--- src/rtl/jtpang_bank_slots_if.sv ---
`default_nettype none
// =============================================================================
// jtpang_bank_slots_if
// One SDRAM bank lane: request address/strobe out, ack/dst/rdy/data back.
// Revision: 1.0
// =============================================================================
interface jtpang_bank_slots_if;
    logic [21:0] ba_addr;
    logic        ba_rd;
    logic        ba_ack;
    logic        ba_dst;
    logic        ba_rdy;
    logic [15:0] data_read;

    modport master (
        output ba_addr,
        output ba_rd,
        input  ba_ack,
        input  ba_dst,
        input  ba_rdy,
        input  data_read
    );

    modport slave (
        input  ba_addr,
        input  ba_rd,
        output ba_ack,
        output ba_dst,
        output ba_rdy,
        output data_read
    );
endinterface
`default_nettype wire

--- src/rtl/jtpang_bank_slots.sv ---
`default_nettype none
// =============================================================================
// jtpang_bank_slots
// Round-robin SDRAM bank front-end with a one-entry cache per ROM client slot.
// Revision: 1.0
// =============================================================================
module jtpang_bank_slots #(
    parameter int                  SLOTS   = 4,
    parameter int                  AW      = 20,
    parameter int                  DW      = 8,
    parameter logic [SLOTS*22-1:0] OFFSETS = '0
) (
    input  wire                    clk,
    input  wire                    rst_n,
    input  wire                    downloading,
    input  wire  [SLOTS*AW-1:0]    slot_addr,
    input  wire  [SLOTS-1:0]       slot_cs,
    output logic [SLOTS-1:0]       slot_ok,
    output logic [SLOTS*DW-1:0]    slot_dout,
    jtpang_bank_slots_if.master    ba
);

    localparam int IW = (SLOTS > 1) ? $clog2(SLOTS) : 1;
    localparam int WA = AW + 1;

    typedef enum logic [1:0] {
        S_IDLE      = 2'd0,
        S_WAIT_ACK  = 2'd1,
        S_WAIT_DATA = 2'd2,
        S_DONE      = 2'd3
    } state_t;

    state_t            state_q, state_d;
    logic              ba_rd_q, ba_rd_d;
    logic [21:0]       ba_addr_q, ba_addr_d;
    logic [IW-1:0]     sel_q, sel_d;
    logic [IW-1:0]     ptr_q, ptr_d;
    logic [AW-1:0]     addr_q, addr_d;
    logic [15:0]       low_q, low_d;
    logic [SLOTS-1:0]  valid_q, valid_d;
    logic [AW-1:0]     tag_q  [SLOTS];
    logic [AW-1:0]     tag_d  [SLOTS];
    logic [DW-1:0]     dout_q [SLOTS];
    logic [DW-1:0]     dout_d [SLOTS];

    logic [AW-1:0]     addr_w   [SLOTS];
    logic [21:0]       offset_w [SLOTS];
    logic [SLOTS-1:0]  pending;

    logic              grant_found;
    logic [IW-1:0]     grant_idx;
    logic [IW-1:0]     cand;
    logic [AW-1:0]     gaddr;
    logic [WA-1:0]     gword;
    logic [21:0]       gsdram;
    logic [31:0]       word32;
    logic [7:0]        byte_sel;
    logic [DW-1:0]     fill;

    // slot_ok is gated by downloading so no client ever sees a hit during a load
    generate
        for (genvar i = 0; i < SLOTS; i++) begin : g_slot
            assign addr_w[i]              = slot_addr[i*AW +: AW];
            assign offset_w[i]            = OFFSETS[i*22 +: 22];
            assign slot_ok[i]             = slot_cs[i] & valid_q[i] & ~downloading
                                            & (addr_w[i] == tag_q[i]);
            assign slot_dout[i*DW +: DW]  = dout_q[i];
        end
    endgenerate

    assign pending = slot_cs & ~slot_ok;

    // First pending slot at or after the round-robin pointer, wrapping
    always_comb begin
        grant_found = 1'b0;
        grant_idx   = ptr_q;
        cand        = '0;
        for (int k = 0; k < SLOTS; k++) begin
            cand = IW'((int'(ptr_q) + k) % SLOTS);
            if (!grant_found && pending[cand]) begin
                grant_found = 1'b1;
                grant_idx   = cand;
            end
        end
    end

    always_comb begin
        gaddr = addr_w[grant_idx];
        case (DW)
            8:       gword = WA'(gaddr >> 1);
            16:      gword = WA'(gaddr);
            default: gword = {gaddr, 1'b0};
        endcase
        gsdram = 22'(gword) + offset_w[grant_idx];
    end

    // With dst and rdy together both halves come from the same word
    always_comb begin
        word32   = {ba.data_read, (ba.ba_dst ? ba.data_read : low_q)};
        byte_sel = addr_q[0] ? ba.data_read[15:8] : ba.data_read[7:0];
        case (DW)
            8:       fill = DW'(byte_sel);
            16:      fill = DW'(ba.data_read);
            default: fill = DW'(word32);
        endcase
    end

    always_comb begin
        state_d   = state_q;
        ba_rd_d   = ba_rd_q;
        ba_addr_d = ba_addr_q;
        sel_d     = sel_q;
        ptr_d     = ptr_q;
        addr_d    = addr_q;
        low_d     = low_q;
        valid_d   = downloading ? '0 : valid_q;
        tag_d     = tag_q;
        dout_d    = dout_q;

        case (state_q)
            S_IDLE: begin
                if (!downloading && grant_found) begin
                    sel_d     = grant_idx;
                    addr_d    = gaddr;
                    ba_addr_d = gsdram;
                    ba_rd_d   = 1'b1;
                    state_d   = S_WAIT_ACK;
                end
            end
            S_WAIT_ACK: begin
                if (ba.ba_ack) begin
                    ba_rd_d = 1'b0;
                    state_d = S_WAIT_DATA;
                end
            end
            S_WAIT_DATA: begin
                if (DW == 32 && ba.ba_dst) begin
                    low_d = ba.data_read;
                end
                if (ba.ba_rdy) begin
                    dout_d[sel_q]  = fill;
                    tag_d[sel_q]   = addr_q;
                    valid_d[sel_q] = ~downloading;
                    state_d        = S_DONE;
                end
            end
            S_DONE: begin
                ptr_d   = (sel_q == IW'(SLOTS - 1)) ? '0 : sel_q + 1'b1;
                state_d = S_IDLE;
            end
            default: begin
                state_d = S_IDLE;
            end
        endcase
    end

    always_ff @(posedge clk or negedge rst_n) begin
        if (!rst_n) begin
            state_q   <= S_IDLE;
            ba_rd_q   <= 1'b0;
            ba_addr_q <= '0;
            sel_q     <= '0;
            ptr_q     <= '0;
            addr_q    <= '0;
            low_q     <= '0;
            valid_q   <= '0;
            for (int i = 0; i < SLOTS; i++) begin
                tag_q[i]  <= '0;
                dout_q[i] <= '0;
            end
        end else begin
            state_q   <= state_d;
            ba_rd_q   <= ba_rd_d;
            ba_addr_q <= ba_addr_d;
            sel_q     <= sel_d;
            ptr_q     <= ptr_d;
            addr_q    <= addr_d;
            low_q     <= low_d;
            valid_q   <= valid_d;
            tag_q     <= tag_d;
            dout_q    <= dout_d;
        end
    end

    assign ba.ba_rd   = ba_rd_q;
    assign ba.ba_addr = ba_addr_q;

endmodule
`default_nettype wire
--- src/flat_wrapper.sv ---
// flat-port wrapper written by rule: the top's interface ports become plain ports
module jtpang_bank_slots_flat 
#(
    parameter int                  SLOTS   = 4,
    parameter int                  AW      = 20,
    parameter int                  DW      = 8,
    parameter logic [SLOTS*22-1:0] OFFSETS = '0
)
  (clk, rst_n, downloading, slot_addr, slot_cs, slot_ok, slot_dout, ba_ba_addr, ba_ba_rd, ba_ba_ack, ba_ba_dst, ba_ba_rdy, ba_data_read);
  jtpang_bank_slots_if ba_i ();
  input  wire clk;
  input  wire rst_n;
  input  wire downloading;
  input  wire  [SLOTS*AW-1:0] slot_addr;
  input  wire  [SLOTS-1:0] slot_cs;
  output logic [SLOTS-1:0] slot_ok;
  output logic [SLOTS*DW-1:0] slot_dout;
  output wire logic [$bits(ba_i.ba_addr)-1:0] ba_ba_addr;
  output wire logic [$bits(ba_i.ba_rd)-1:0] ba_ba_rd;
  input wire logic [$bits(ba_i.ba_ack)-1:0] ba_ba_ack;
  input wire logic [$bits(ba_i.ba_dst)-1:0] ba_ba_dst;
  input wire logic [$bits(ba_i.ba_rdy)-1:0] ba_ba_rdy;
  input wire logic [$bits(ba_i.data_read)-1:0] ba_data_read;
  assign ba_ba_addr = ba_i.ba_addr;
  assign ba_ba_rd = ba_i.ba_rd;
  assign ba_i.ba_ack = ba_ba_ack;
  assign ba_i.ba_dst = ba_ba_dst;
  assign ba_i.ba_rdy = ba_ba_rdy;
  assign ba_i.data_read = ba_data_read;
  jtpang_bank_slots #(.SLOTS(SLOTS), .AW(AW), .DW(DW), .OFFSETS(OFFSETS)) u_core (.clk(clk), .rst_n(rst_n), .downloading(downloading), .slot_addr(slot_addr), .slot_cs(slot_cs), .slot_ok(slot_ok), .slot_dout(slot_dout), .ba(ba_i));
endmodule
--- config.mk ---
export PLATFORM = sky130hd
export DESIGN_NAME = jtpang_bank_slots_flat
export DESIGN_NICKNAME = d
export VERILOG_FILES = /design/src/rtl/jtpang_bank_slots_if.sv /design/src/rtl/jtpang_bank_slots.sv /design/src/flat_wrapper.sv
export SDC_FILE = /design/constraint.sdc
export NUM_CORES = 1
export LEC_CHECK = 0
export BUFFER_PORTS_ARGS = -buffer_cell sky130_fd_sc_hd__buf_2
export CAP_MARGIN = 0
export CORE_MARGIN = 2
export CORE_UTILIZATION = 55
export DETAILED_ROUTE_END_ITERATION = 16
export GPL_TIMING_DRIVEN = 0
export PLACE_DENSITY = 0.84
export SYNTH_ARGS = -nofsm -noshare
export SYNTH_HDL_FRONTEND = slang
export SYNTH_SLANG_ARGS = --single-unit
--- constraint.sdc ---
create_clock -name clk -period 6.2 [get_ports clk]
set_clock_uncertainty 0.1 [all_clocks]
set_input_delay 0.31 -clock clk [delete_from_list [all_inputs] [get_ports clk]]
set_output_delay 0.31 -clock clk [all_outputs]
set_load 0.005 [all_outputs]
# Word-level counts from Yosys, hierarchy flattened
# Index checks and enable logic that the tools add are counted.
[classes] bitwise=17 order_cmp=9 addsub=5 muxes=42 reduce_logical=16 n_eq_ne=11
[op_table] operator="$bwmux W80" n=1
[op_table] operator="$eq A20 B20 Y1" n=4
[op_table] operator="$mux W20" n=3
[op_table] operator="$bmux W22 S2" n=1
[op_table] operator="$mux W22" n=2
[op_table] operator="$bmux W20 S2" n=1
[op_table] operator="$demux W20 S2" n=1
[op_table] operator="$bwmux W32" n=1
[op_table] operator="$add A19 B22 Y22" n=1
[op_table] operator="$demux W8 S2" n=1
[op_table] operator="$mux W8" n=2
[op_table] operator="$lt A2 B3 Y1 const B" n=5
[op_table] operator="$mux W2" n=7
[op_table] operator="$and A1 B1 Y1" n=12
[op_table] operator="$mux W4" n=3
[op_table] operator="$mux W1" n=11
[op_table] operator="$bmux W1 S2" n=4
[op_table] operator="$pmux W2 S4" n=1
[op_table] operator="$eq A2 B2 Y1 const B" n=3
[op_table] operator="$ge A3 B3 Y1 const B" n=2
[op_table] operator="$logic_and A1 B1 Y1" n=6
[op_table] operator="$not A2 Y3" n=2
[op_table] operator="$reduce_and A3 Y1" n=2
[op_table] operator="$add A2 B1 Y2 const B" n=2
[op_table] operator="other kinds (16)" n=22
[word_totals] register_bits=165 in_bits=106

# Depth between registers and ports, before layout
# Gate-level depths: netlist of the first run.
[logic_depth] ltp_word=22 ltp_mapped=10

# Least setup slack after synthesis of the first run
# No wires, ideal clock.
[synth_timing] kind="flip-flop to flip-flop" start="register u_core.tag_q[79] in the netlist's numbering" end="register u_core.addr_q[11]" synth_period_minus_slack_ps=2687 stages_incl_launch_ff=11 setup_time_ps=133 n_path_buf=2 arrival_ps=2455 setup_slack_ps=3513 path_cell_list="dfrtp_1 > xor2_1 > nor4_1 > nand4_1 > o41ai_2 > o2bb2ai_1 > a222oi_1 > buf_4 > buf_8 > mux2i_1 > o221ai_2"
[synth_via] elab_chain_cells=20 elab_cells_between_ends=31 cone_classes="1 x eq/ne; 18 x mux; 4 x bitwise; 8 x reduce/logical"
[synth_rtl] item="start, declared" line="jtpang_bank_slots.sv:41" source="logic [AW-1:0] tag_q [SLOTS];"
[synth_rtl] item="start signal, assigned" line="jtpang_bank_slots.sv:180" source="tag_q <= tag_d;"
[synth_rtl] item="$eq A20 B20 Y1 *" line="jtpang_bank_slots.sv:66" source="& (addr_w[i] == tag_q[i]);"
[synth_rtl] item="$and A1 B1 Y1 *" line="jtpang_bank_slots.sv:66"
[synth_rtl] item="$not A4 Y4 *" line="jtpang_bank_slots.sv:71" source="assign pending = slot_cs & ~slot_ok;"
[synth_rtl] item="$and A4 B4 Y4 *" line="jtpang_bank_slots.sv:71"
[synth_rtl] item="$bmux W1 S2" line="jtpang_bank_slots.sv:80" source="if (!grant_found && pending[cand]) begin"
[synth_rtl] item="$mux W1 (implied by the code)" line="jtpang_bank_slots.sv:80"
[synth_rtl] item="$mux W1" line="jtpang_bank_slots.sv:80"
[synth_rtl] item="$logic_not A1 Y1" line="jtpang_bank_slots.sv:80"
[synth_rtl] item="[... 3 more ...]"
[synth_rtl] item="$logic_and A1 B1 Y1" line="jtpang_bank_slots.sv:80"
[synth_rtl] item="$mux W1" line="jtpang_bank_slots.sv:80"
[synth_rtl] item="$logic_not A1 Y1" line="jtpang_bank_slots.sv:80"
[synth_rtl] item="$logic_and A1 B1 Y1" line="jtpang_bank_slots.sv:80"
[synth_rtl] item="$mux W2" line="jtpang_bank_slots.sv:80"
[synth_rtl] item="$not A2 Y3 (implied by the code)" line="jtpang_bank_slots.sv:88" source="gaddr = addr_w[grant_idx];"
[synth_rtl] item="$bmux W20 S2" line="jtpang_bank_slots.sv:88"
[synth_rtl] item="$mux W20 (implied by the code) (2 in a row)" line="jtpang_bank_slots.sv:88"
[synth_rtl] item="end signal, assigned" line="jtpang_bank_slots.sv:177" source="addr_q <= addr_d;"
[synth_rtl] item="end, declared" line="jtpang_bank_slots.sv:38" source="logic [AW-1:0] addr_q, addr_d;"
# Mark *: on every way between the ends. The rest lies on a longest branch, timed or not. The select of a mux whose other input is x is not followed.
# A chain may end at the register's enable or synchronous reset.

# Final worst setup path of the first run
[layout_timing] start="input port downloading" end="register u_core.addr_q[0]"
[layout_via] elab_chain_cells=21 elab_cells_between_ends=39 cone_classes="18 x mux; 12 x bitwise; 9 x reduce/logical"
[layout_rtl] item="start, declared" line="flat_wrapper.sv:13" source="input wire downloading;"
[layout_rtl] item="$not A1 Y1" line="jtpang_bank_slots.sv:65" source="assign slot_ok[i] = slot_cs[i] & valid_q[i] & ~downloading"
[layout_rtl] item="$and A1 B1 Y1" line="jtpang_bank_slots.sv:65"
[layout_rtl] item="$and A1 B1 Y1" line="jtpang_bank_slots.sv:66"
[layout_rtl] item="$not A4 Y4" line="jtpang_bank_slots.sv:71"
[layout_rtl] item="$and A4 B4 Y4" line="jtpang_bank_slots.sv:71"
[layout_rtl] item="$bmux W1 S2" line="jtpang_bank_slots.sv:80"
[layout_rtl] item="$mux W1 (implied by the code)" line="jtpang_bank_slots.sv:80"
[layout_rtl] item="$mux W1" line="jtpang_bank_slots.sv:80"
[layout_rtl] item="[... 4 more ...]"
[layout_rtl] item="$logic_and A1 B1 Y1" line="jtpang_bank_slots.sv:80"
[layout_rtl] item="$mux W1" line="jtpang_bank_slots.sv:80"
[layout_rtl] item="$logic_not A1 Y1" line="jtpang_bank_slots.sv:80"
[layout_rtl] item="$logic_and A1 B1 Y1" line="jtpang_bank_slots.sv:80"
[layout_rtl] item="$mux W2" line="jtpang_bank_slots.sv:80"
[layout_rtl] item="$not A2 Y3 (implied by the code)" line="jtpang_bank_slots.sv:88"
[layout_rtl] item="$bmux W20 S2" line="jtpang_bank_slots.sv:88"
[layout_rtl] item="$mux W20 (implied by the code) (2 in a row)" line="jtpang_bank_slots.sv:88"
# Parallel ways exist; a longest one is shown, timed or not. The select of a mux whose other input is x is not followed.

==> reports/summary.md, run 1 <==
The run finished with clean final reports. The final total negative setup slack is 0 ps, and the count of mapped cells out of synthesis is 602. The routed metal-1 wire length was 8.120 mm. The x dimension of the die is 118.7 um. The routed design could run at a clock period as short as 3689 ps.

VDD sags by at most 0.2396 mV. Power spread over the standard cell area amounts to 481.9 nW/um^2. The number of pins exceeding their max-slew limit in the final report was 0; the wire length of the first global-routing pass was 32.27 mm.

The routed length on met2 was 10.29 mm. Walking the worst path, the cells encountered are dlygate4sd3_1 -> buf_6 -> nor4b_1 -> nand4_1 -> o41ai_2 -> a41oi_1 -> nand3_1 -> clkbuf_1 -> o221ai_1. In this run the cell area of the synthesized design comes to 7236 um^2. The share of the core filled with cells is 70.29%, and the area share of the largest cell type after synthesis is 49.46%. For this design the static power due to leakage is 0.004476 uW.

The run gives 0 as the final count of hold timing violations. For this run, the number of Yosys warnings is 0. TritonCTS built the clock tree. The average wire per cell in the routed design is 21.57 um. The sequential cell area fraction in the yosys report is 49.46%. Of all cell types, the one taking the most synthesized area is dfrtp_1. Input and output buffers added on the ports amount to 158. The commonest cells after synthesis are 143 x dfrtp_1, 83 x mux2_2, 61 x nand2_1. The count of TritonRoute iterations in the first routing pass was 6; the wire length after detailed routing was 20.90 mm. In this run the top signal layer used is met4. The clock-pin slew on the worst setup and hold paths works out to 60 ps. The synthesized area per cell works out to 12.02 um^2.

The tools report the via count of the first global-routing pass as 5930. The logs give 0 for the count of endpoints failing setup in the final report and 1 for the initial antenna violation count. The type of element launching the critical path was an input port.

In the post-synthesis netlist, the cell with the most instances is dfrtp_1. On the worst path, the slowest cell contributes a delay of 700 ps. After the first detailed-routing iteration, the DRC count stood at 413. The top flip-flop cell by instance count after synthesis was dfrtp_1. The critical path is of the in2reg type.

In this run the number of H-tree levels came out at 4. The relative slew slack is 47.00%, and the global-route total usage across every layer is 30.51%. The worst endpoint data arrival time was 3820 ps; the floorplan core area was 12720 um^2. For the routed length on met3, the log shows 1.634 mm. Setup repair after global routing left no endpoint under its margin. The clock root buffer is clkbuf_16. Once the clock tree was built, the resizer swapped 0 gates to a different size. The measured slew at the worst slew-check pin is 786.4 ps, and the number of buffer and inverter stages on the critical path is 3.

The number of max-cap violations is 0, and the fraction of layout cells with a size suffix above 1 is 39.77%. The total of flip-flops plus latches after synthesis was 143; the number of sinks driven by the clock tree was 143. Final hold analysis gives a worst-case slack of 140.2 ps. Entering global routing, the biggest net connects 87 pins. The slowest stage of the critical path is the o41ai_2 cell. In this run, CTS created clock tree buffers numbering 17.

The clock reaches the later pin of the worst-skew pair after 430 ps. The HPWL after detailed placement is 15.11 mm. In the synthesized netlist the async set-or-reset flop fraction comes to 100.0%. In the post-synthesis netlist, the biggest area contributors are dfrtp_1 49%, mux2_2 13%, xor2_1 6.9%. The kind of end point of the critical path was a flip-flop. Dividing the detail-routed via count by the number of cells gives 5.853.

The final layout net count came out at 898. Across all layers, the routed design uses 5672 vias. The number of synthesized flops with an enable pin is 0, and the maximum operating frequency is 271.0 MHz.

The netlist uses 39 different library cells. The initial core utilization is 56.87%. For the number of I/O pins, the log shows 165. Setup slack closes at 2511 ps.

The total grt overflow was 0. The path category of the worst min-delay check was in2reg. At the worst endpoint, the required time is 6330 ps. The final critical-path share of the clock period is 59.51%, and the last weighted congestion value of the routability-driven placer is 0.9126.

The floorplan die area is 14090 um^2, and the standard-cell row count is 41. The biggest fanout along the worst timing path came out at 10. For this run, design rule violations remaining after detail routing come to 0.

Broken down by cell family, the worst path's largest delay share belongs to compound AO/OA/AOI/OAI gates. The count of nets left with antenna violations once routing finished came out at 0. Measured along the y axis, the die boundary spans 118.7 um. The tools report the antenna cell count as 0. In this run the post-CTS setup repair buffer count came out at 0. At the placement stage, the worst setup path has a slack of 2545 ps.

Hold repair after CTS inserted 2 buffers. The relative area change from synthesis to final layout works out to 23.59%. Counting along the longest clock path gives a buffer depth of 2.
## worst reg2reg max path, delay by kind of cell (launching register included)
kind / cells / cell delay (ps)
simple gates: 3 / 850
flops: 1 / 380
buf+inv: 1 / 620
compound gates: 3 / 1360
xor+xnor: 1 / 180
## layout by cell type (no fill, tap or decap), types with 5 or more instances in the layout
cell type / instances
nand4_1: 7
nand2_1: 61
clkbuf_1: 18
nor2_1: 5
xor2_1: 57
o221ai_2: 10
mux2i_1: 49
nor4_1: 14
clkbuf_16: 17
dfrtp_1: 143
buf_2: 160
ha_1: 8
inv_1: 11
xnor2_1: 23
a21oi_1: 5
nand3_1: 6
o221ai_1: 10
o21ai_0: 39
buf_4: 23
mux2_2: 83
## registers in the layout, indices dropped and copies added (netlist names)
name               cells
u_core.ba.ba_rd        1
u_core.valid_q         4
u_core.ptr_q           2
u_core.tag_q          80
u_core.ba.ba_addr      1
u_core.slot_dout      32
u_core.sel_q           2
u_core.state_q         2
u_core.addr_q         19
## kinds of logic after synthesis
logic type      count (synthesis)  synth area share [%]
fa+ha+maj                       8                 1.383
simple gates                  101                 6.415
compound gates                 77                 8.024
other cells                     1               0.05183
buf+inv                        60                 5.291
flops                         143                 49.46
mux                           132                 19.70
xor+xnor                       80                 9.684
## cell type report
| class | instances | area, um^2 |
|---|---|---|
| buffer | 49 | 341.6 |
| clock buffer | 19 | 452.9 |
| clock inverter | 13 | 186.4 |
| fill | 921 | 3780 |
| inverter | 11 | 41.29 |
| multi-input combinational | 401 | 3282 |
| sequential | 143 | 3578 |
| tap | 172 | 215.2 |
| timing repair buffer | 161 | 844.6 |
## metrics by stage
stage,cell area [um^2],total power (uW),std cells
2_1_floorplan,7243,2613,604
3_3_place_gp,8249,3075,934
3_5_place_dp,8283,3188,935
4_1_cts,8942,4301,969
5_1_grt,8942,4522,969
6_report,8942,4309,969
## layer usage
metal / GRT usage, % / up-vias
met3: 7.915 / 57
met2: 51.51 / 307
met1: 36.50 / 2828
met4: 14.06 / 0
li1: - / 2480
met5: 0 / -
## path summary, 6_finish.rpt
path,start,end,slack [ps],cells after the start
max,downloading,u_core.addr_q[0]$_DFFE_PN0P_,2510,9
min,slot_addr[19],u_core.ba.ba_addr[18]$_DFFE_PN0P_,140,3
max reg2reg,u_core.tag_q[78]$_DFFE_PN0P_,u_core.addr_q[0]$_DFFE_PN0P_,2520,8
min reg2reg,u_core.slot_dout[4]$_DFFE_PN0P_,u_core.slot_dout[4]$_DFFE_PN0P_,380,2
max in group asynchronous,rst_n,u_core.valid_q[1]$_DFF_PN0_,4850,3
min in group asynchronous,rst_n,u_core.ba.ba_rd$_DFFE_PN0P_,330,2
## power breakdown
part / internal, uW / switching [uW] / total [uW]
Combinational: 791 / 770 / 1560
Sequential: 1330 / 323 / 1660
Clock: 695 / 397 / 1090
Note: power is estimated with default switching activity, not from simulation.
==> run 2, diff against run 1 <==
Settings changed: CORE_UTILIZATION 55 to 49, PLACE_DENSITY 0.84 to 0.79.
Clock period 6.2 ns to 3.25 ns, I/O delays scaled along.
==> run 2 against run 1 <==
Compared with the run above: the run now ends with negative hold slack, negative setup slack left; power up 98%; core utilization down 5.0 points; clock power up 99%; critical endpoint unchanged; largest power group is now combinational logic.
==> reports/summary.md, run 2 (same netlist as run 1, synthesis figures left out) <==
The run gives 0 as the initial antenna violation count. The logs give 25.4% for the clock network power share and 17 for the number of CTS-inserted buffers. For the count of H-tree levels built during CTS, the log shows 4.

The biggest fanout along the worst timing path is 4. Global routing finished with a remaining overflow of 0. The startpoint identified for the worst register-to-register timing path is u_core.tag_q[31]$_DFFE_PN0P_.

Dividing total power by cell area gives a power density of 902.0 nW/um^2. TritonCTS built the clock tree. The endpoint identified for the worst register-to-register timing path is u_core.addr_q[0]$_DFFE_PN0P_. Across all register-to-register paths, the minimum setup slack is -20 ps.

The flow ran to the end, but the final reports show violations. STA classifies the critical path endpoint as a flip-flop. For this configuration, the core starts out at a cell density of 49.97%.

The first TritonRoute pass finished after 5 iterations. The worst setup path is launched from a flip-flop. The final critical delay including setup and external delays is 3266 ps, and the die boundary height is 125.5 um.

The worst hold path terminates at u_core.addr_q[13]$_DFFE_PN0P_. The global-route total usage across every layer was 26.27%; the data required time at the worst endpoint was 3410 ps. The final reports fail on negative hold slack, negative setup slack.

The worst path setup slack after routing was -16.14 ps; the wire length after detailed routing was 21.18 mm. The hold slack was -18.19 ps; the share of the core filled with cells was 65.32%. The run gives 5659 uW as the cell-internal power. The count of endpoints failing setup in the final report was 2; the via count was 5677.

The initial detailed-routing violation count is 377, and the fraction of layout cells with a size suffix above 1 is 40.82%. The x dimension of the die is 125.5 um. The number of placed instances with taps included is 947. Entering global routing, the biggest net connects 88 pins. In this run the tightest slew margin relative to its limit is 44.82%.

Setup repair after global routing could not meet its margin everywhere. The number of pins exceeding their max-slew limit in the final report is 0. The HPWL after detailed placement is 14.55 mm. The maximum vdd drop was 0.5958 mV; the number of I/O pins was 165. The clock passes through at most 2 buffers. Max-cap violations in this run came to 0. The share of total power dissipated in combinational logic is 37.6%. For this design the static power due to leakage is 0.004698 uW. Before CTS, the worst setup slack after placement is -247.7 ps.

The number of cells traversed by the worst hold path is 3. Final count of hold timing violations: 2. Summed over all nets, the switching power comes to 2872 uW. The maximum operating frequency was 306.2 MHz.

The relative area change from synthesis to final layout was 30.71%; the number of remaining DRC errors was 0. The clock-pin slew on the worst setup and hold paths works out to 60 ps. The path category of the worst min-delay check is in2reg. Sequential cells burn 37.0% of the power. Final design area excluding fillers: 9458 um^2. The register with the most flip-flops in the layout has 80 of them. The via count of the first global-routing pass was 5630.

In the routed layout, each cell is associated on average with a via count of 5.610. Counting flops per register, the top entry is u_core.tag_q. The region available for standard cell placement spans 14480 um^2.

The average wire per cell in the routed design is 20.93 um. In the layout the commonest cells are 158 x buf_2, 143 x dfrtp_1, 83 x mux2_2. The final layout net count is 930, and the cell area after placement is 8298 um^2.

The hold path startpoint was slot_addr[33]. The cell depth of the worst flop-to-flop path came out at 11. Routability-driven placement finished with a final weighted congestion of 0.9301. Port buffering added 158 buffers. For the worst setup path, the data arrival time is 3430 ps. 0 antenna diodes ended up in the layout. The final cell count without fillers is 1012. The worst setup path is of the reg2reg kind.

At the pin with the least slew margin, the transition time is 827.7 ps. The count of nets left with antenna violations once routing finished came out at 0. Floorplan die area: 15760 um^2. The most common library cell in the layout ignoring fill and taps is buf_2. After layout, the worst path uses 100.5% of the clock period. The switching power share of the total works out to 33.66%. The first global-routing pass estimated 31.27 mm of wire.

The floorplan has 44 rows. For the clock latency on the worst-skew pair, the log shows 430 ps. The root buffer cell chosen for the clock tree is clkbuf_16. The number of sinks driven by the clock tree is 143.
==> run 2: cell types whose count changed in the layout (fill, tap and decap cells not counted), moves of 3 or more <==
cell	delta
dlygate4sd3_1	+23
buf_4	+3
clkbuf_16	+4
mux2i_1	-6
mux2i_2	+4
clkbuf_2	+3
==> run 2: final cells by class <==
class                   instances  area (um^2)
well taps                     184        230.2
inverters                      11        41.29
flip-flops and latches        143         3578
multi-input cells             401         3374
clock buffers                  21        470.5
repair buffers                193         1216
plain buffers                  49        362.8
fillers                      1093         5021
clock inverters                10        183.9
==> run 2: stage by stage <==
stage | hold slack, ps | TNS, ps | total power, uW
floorplan | -233.1 | 0 | 4985
global placement | 259.5 | -22030 | 5915
detailed placement | 190.8 | -4449 | 6032
CTS | 0.3127 | 0 | 8261
global route | 8.498 | -125.6 | 8950
finish | -18.19 | -17.17 | 8531
==> run 2: critical path: stages (launching register included) <==
cell and delay, ps:
dfrtp_1 380, xnor2_1 280, nand4_1 250, or4_1 600
o21ai_1 240, o22ai_1 110, a222oi_1 280, buf_4 200
buf_6 150, buf_4 120, mux2i_1 220, o221ai_1 170
==> run 2: power groups by stage <==
stage / logic (uW) / clock network (uW) / registers, uW
floorplan: 1960 / 0 / 3030
global placement: 2790 / 0 / 3120
detailed placement: 2870 / 0 / 3160
CTS: 2950 / 2170 / 3130
global route: 3420 / 2270 / 3260
finish: 3210 / 2170 / 3150
==> run 2: worst max-delay path by stage <==
stage	from	end	cells after the start
floorplan	u_core.tag_q[79]$_DFFE_PN0P_	u_core.addr_q[11]$_DFFE_PN0P_	10
global placement	u_core.tag_q[78]$_DFFE_PN0P_	u_core.addr_q[0]$_DFFE_PN0P_	8
detailed placement	u_core.tag_q[78]$_DFFE_PN0P_	u_core.addr_q[7]$_DFFE_PN0P_	9
CTS	u_core.tag_q[2]$_DFFE_PN0P_	u_core.addr_q[11]$_DFFE_PN0P_	9
global route	u_core.tag_q[2]$_DFFE_PN0P_	u_core.addr_q[3]$_DFFE_PN0P_	9
finish	u_core.tag_q[31]$_DFFE_PN0P_	u_core.addr_q[0]$_DFFE_PN0P_	11
==> run 2: routing by layer <==
metal | share of wire (%) | GRT usage (%) | up-vias
met5 | 0 | 0 | -
met3 | 7.3 | 5.777 | 49
li1 | - | - | 2534
met1 | 41 | 34.10 | 2833
met4 | 3.4 | 10.85 | 0
met2 | 48 | 42.83 | 261
==> run 2: what timing repair did <==
item                                    CTS  global route
cloned                                    0             5
endpoints found under the hold margin   102             0
buffers inserted                          1             3
gates resized for setup                   5            24
pin swaps                                 2             8
endpoints found under the setup margin   21            21
hold buffers                             25             0
